File: src/rtl/inst_enc.sv
// RV32I instruction encoder: packs micro-op fields into 32-bit words with byte addresses.
// Optional immediate range checking is enabled by defining ENC_RANGE_CHECK_EN.
module inst_enc #(
    parameter int                 ADDR_W    = 32,
    parameter logic [ADDR_W-1:0]  BASE_ADDR = '0
) (
    input  logic              clk,
    input  logic              rst,
    input  logic              clear,
    input  logic              in_valid,
    output logic              in_ready,
    input  logic [2:0]        in_op,
    input  logic [4:0]        in_rd,
    input  logic [4:0]        in_rs1,
    input  logic [4:0]        in_rs2,
    input  logic [31:0]       in_imm,
    output logic              out_valid,
    input  logic              out_ready,
    output logic [31:0]       out_inst,
    output logic [ADDR_W-1:0] out_addr,
    output logic [15:0]       word_cnt,
    output logic              err
);

    localparam logic [2:0]  OP_ADD  = 3'd0;
    localparam logic [2:0]  OP_SUB  = 3'd1;
    localparam logic [2:0]  OP_ADDI = 3'd2;
    localparam logic [2:0]  OP_BNE  = 3'd3;
    localparam logic [2:0]  OP_JAL  = 3'd4;
    localparam logic [2:0]  OP_LUI  = 3'd5;
    localparam logic [31:0] NOP     = 32'h0000_0013;

    logic [ADDR_W-1:0] addr_cnt;
    logic [ADDR_W-1:0] addr_now;
    logic [31:0]       enc_inst;
    logic              enc_bad;
    logic              range_bad;
    logic              capture;

    assign in_ready = !out_valid || out_ready;
    assign capture  = in_valid && in_ready;
    // A same-cycle clear restarts the sequence before the captured word takes its address.
    assign addr_now = clear ? BASE_ADDR : addr_cnt;

`ifdef ENC_RANGE_CHECK_EN
    always_comb begin
        range_bad = 1'b0;
        case (in_op)
            OP_ADDI: range_bad = !((&in_imm[31:11]) || !(|in_imm[31:11]));
            OP_BNE:  range_bad = !((&in_imm[31:12]) || !(|in_imm[31:12])) || in_imm[0];
            OP_JAL:  range_bad = !((&in_imm[31:20]) || !(|in_imm[31:20])) || in_imm[0];
            OP_LUI:  range_bad = |in_imm[11:0];
            default: range_bad = 1'b0;
        endcase
    end
`else
    assign range_bad = 1'b0;
`endif

    always_comb begin
        enc_inst = NOP;
        enc_bad  = 1'b0;
        case (in_op)
            OP_ADD:  enc_inst = {7'b0000000, in_rs2, in_rs1, 3'b000, in_rd, 7'b0110011};
            OP_SUB:  enc_inst = {7'b0100000, in_rs2, in_rs1, 3'b000, in_rd, 7'b0110011};
            OP_ADDI: enc_inst = {in_imm[11:0], in_rs1, 3'b000, in_rd, 7'b0010011};
            OP_BNE:  enc_inst = {in_imm[12], in_imm[10:5], in_rs2, in_rs1, 3'b001,
                                 in_imm[4:1], in_imm[11], 7'b1100011};
            OP_JAL:  enc_inst = {in_imm[20], in_imm[10:1], in_imm[11], in_imm[19:12],
                                 in_rd, 7'b1101111};
            OP_LUI:  enc_inst = {in_imm[31:12], in_rd, 7'b0110111};
            default: enc_bad  = 1'b1;
        endcase
        if (range_bad) begin
            enc_inst = NOP;
            enc_bad  = 1'b1;
        end
    end

    always_ff @(posedge clk) begin
        if (rst) begin
            out_valid <= 1'b0;
            out_inst  <= '0;
            out_addr  <= '0;
            word_cnt  <= '0;
            err       <= 1'b0;
            addr_cnt  <= BASE_ADDR;
        end else if (capture) begin
            out_valid <= 1'b1;
            out_inst  <= enc_inst;
            out_addr  <= addr_now;
            addr_cnt  <= addr_now + ADDR_W'(4);
            if (clear)
                word_cnt <= 16'd1;
            else if (word_cnt != 16'hFFFF)
                word_cnt <= word_cnt + 16'd1;
            err <= (err && !clear) || enc_bad;
        end else begin
            if (out_ready)
                out_valid <= 1'b0;
            if (clear) begin
                addr_cnt <= BASE_ADDR;
                word_cnt <= '0;
                err      <= 1'b0;
            end
        end
    end

endmodule

File: config.mk
export PLATFORM = sky130hd
export DESIGN_NAME = inst_enc
export DESIGN_NICKNAME = d
export VERILOG_FILES = /design/src/rtl/inst_enc.sv
export SDC_FILE = /design/constraint.sdc
export NUM_CORES = 1
export LEC_CHECK = 0
export CAP_MARGIN = 10
export CORE_MARGIN = 5
export CORE_UTILIZATION = 36
export CTS_CLUSTER_DIAMETER = 40
export DETAILED_ROUTE_END_ITERATION = 8
export SETUP_SLACK_MARGIN = 0.1
export SLEW_MARGIN = 20
export SYNTH_ARGS = -nofsm -noshare
export SYNTH_HDL_FRONTEND = slang
export SYNTH_SLANG_ARGS = --single-unit
File: constraint.sdc
create_clock -name clk -period 6.3 [get_ports clk]
set_clock_uncertainty 0.05 [all_clocks]
set_input_delay 1.26 -clock clk [delete_from_list [all_inputs] [get_ports clk]]
set_output_delay 1.26 -clock clk [all_outputs]
set_load 0.01 [all_outputs]
==> flow_summary.yaml <==
setup_path:
  crit_required_ps: 4990
  r2r_start: "out_valid"
  crit_type: "primary input to primary output"
  worst_r2r_path_depth: 5
  r2r_end: "addr_cnt[31]"
  critPathCaptureType: "primary output"
  reg2reg_slack_ps: 3690
  start_kind: "primary input"
  cp_max_fo: 14
  arrival_ps: 2870
die:
  core_area_um2: 14500
  ios: 138
  die_y_um: 132
  die_w_um: 132
  dieArea_um2: 17400
  start_util_pct: 36.8
  num_rows: 44
routing:
  detail-route-antenna-nets: 0
  drc: 0
  wl_per_cell_um: 16.3
  totalWireLength_um: 15500
  dr.pass1.iters: 5
  drtIter0Drc: 233
  vias: 5265
  vias_per_cell: 5.54
synth:
  synth_top_cell_by_area: "dfxtp_1"
  synth.most_common_cell: "dfxtp_1"
  ys_ff_latch: 113
  synthTopCellsByCount: "113 x dfxtp_1, 82 x a21oi_1, 79 x nand2_1"
  syn_nets: 699
  synth_area_um2: 5350
  synth_area_leaders: "dfxtp_1 42%, a21oi_1 7.7%, nand2_1 5.5%"
  synth_edf_count: 0
  yosys_warnings: 0
  yosysSeqAreaShare_pct: 42.3
  synth_top_area_share_pct: 42.3
  async_flop_share_pct: 0
  synth_flop_cell: "dfxtp_1"
  syn_area_per_cell_um2: 8.33
  ys_types: 60
  postSynthCellCount: 642
hold_path:
  hold_path_startpoint: "out_addr[10]"
  min_path_cells: 2
  hp-class: "flop to flop"
  whs_endpoint: "out_addr[10]"
layout:
  drive_gt1_share_pct: 7.56
  stdcell_count: 951
  area_growth_pct: 36.9
  fillers: 1425
  n_antenna_cell: 0
  layout.nets: 812
pwr:
  p_leak_nw: 2.47
  p_switching_w: 0.000414
  seq_power_share_pct: 39.6
  cellPowerDensity_nw_per_um2: 256
  vdd_ir_drop_max_mv: 0.171
  power_frac_clock_pct: 50.7
  intPower_w: 0.00146
  sw_frac_of_total_pct: 22.1
  combPwrFrac_pct: 9.7
  p_total_w: 0.00187
place:
  dp.final_hpwl_um: 10600
  place_inst: 920
  numPortBuffers: 137
  gp_congestion: 0.795
flow_run:
  max-cap-violations: 0
grt:
  grt_pass1_wl_um: 26200
  antenna_found_initial: 0
  grt_overflow: 0
  grt_max_degree: 59
  grt_usage_pct: 18.0
  grt_pass1_vias: 5283
sta:
  setup_viol: 0
  finalMaxSlewViolations: 0
  hold_violations: 0
  worstMarginPinSlew_ps: 996
  fin_crit_sh_pct: 66.3
  timing.slew.headroom_pct: 33.1
  clock.fmax_mhz: 239
  layout_min_cycle_time_ps: 4180
  rsz0062_at_grt: "false"
  fin_setup_tns_ps: 0
clocking:
  cts_tree: "done"
  clkSinkCount: 113
  path_clk_slew_ps: 50
  cts_resized: 0
  cts_buffers: 17
  cts-hold-fix-buffers: 0
  clockBufferDepth: 2
  cts_setup_buffers: 0
  root_buffer: "clkbuf_16"
  clk_latency_ps: 410
  ctsHtreeMaxLevel: 4
run_status:
  status: "complete, no violations"
[power by group through the flow]
stage | sequential [W] | combinational [W] | clock (W)
5_1_grt | 0.000743 | 0.000200 | 0.00101
3_3_place_gp | 0.000755 | 0.000182 | 0
4_1_cts | 0.000742 | 0.000185 | 0.000970
2_1_floorplan | 0.000762 | 0.0000869 | 0
6_report | 0.000742 | 0.000182 | 0.000948
3_5_place_dp | 0.000756 | 0.000184 | 0
[kinds of logic (layout without fill, tap and decap cells)]
kind of cell | after synthesis | in the layout | synth area share (%)
adder cells (fa/ha/maj) | 2 | 2 | 0.468
XOR/XNOR | 7 | 7 | 1.15
flip-flops | 113 | 113 | 42.3
AO/OA/AOI/OAI | 157 | 157 | 18.8
buffers and inverters | 58 | 183 | 5.29
multiplexers | 18 | 18 | 3.56
AND/OR/NAND/NOR | 287 | 287 | 28.5
[stage by stage]
stage | area (um^2) | worst slack [ps] | hold WS (ps) | utilization (%)
finish | 7320 | 2120 | 397 | 50.4
global route | 7320 | 2060 | 417 | 50.4
CTS | 7330 | 2120 | 402 | 50.4
detailed placement | 6750 | 2020 | 395 | 46.4
global placement | 6750 | 2150 | 391 | 46.4
floorplan | 5350 | 3220 | 378 | -
[routing by layer]
metal	up-vias	track usage, %	routed length [um]
li1	2581	-	-
met1	2494	20.9	6630
met2	160	28.9	7230
met3	30	7.63	1250
met4	0	7.77	386
met5	-	0	0
[worst max-delay path: stages]
cell	delay [ps]
clkdlybuf4s50_1	410
nor2b_1	300
inv_1	310
clkdlybuf4s50_1	590
[placed cells by master (no fill, tap or decap), drive strengths merged, types with 13 or more instances in the layout]
cell type,netlist,layout
o31ai,21,21
dfxtp,113,113
nor3,17,17
nor2b,16,16
a21oi,82,82
nand4,14,14
nor2,44,44
or3,13,13
or4,20,20
clkbuf,38,25
nand3,42,42
clkdlybuf4s50,0,135
nand2,79,79
[flip-flops by register name, summed over array words and instances (netlist names)]
signal     count
addr_cnt      32
out_addr      32
out_inst      31
word_cnt      16
err            1
out_valid      1
[how the worst max path moves through the flow]
stage,from,to
floorplan,clear,addr_cnt[22]
finish,out_ready,in_ready
global placement,clear,addr_cnt[31]
CTS,out_ready,in_ready
detailed placement,clear,addr_cnt[31]
global route,out_ready,in_ready
[cell type report]
cell class	count	area, um^2	share of cell area, %
inverters	10	37.5	0.513
flip-flops and latches	113	2260	30.9
repair buffers	142	1400	19.1
well taps	184	230	3.14
clock inverters	6	105	1.44
multi-input cells	471	2810	38.4
clock buffers	25	475	6.49
(Power assumes the default switching activity.)
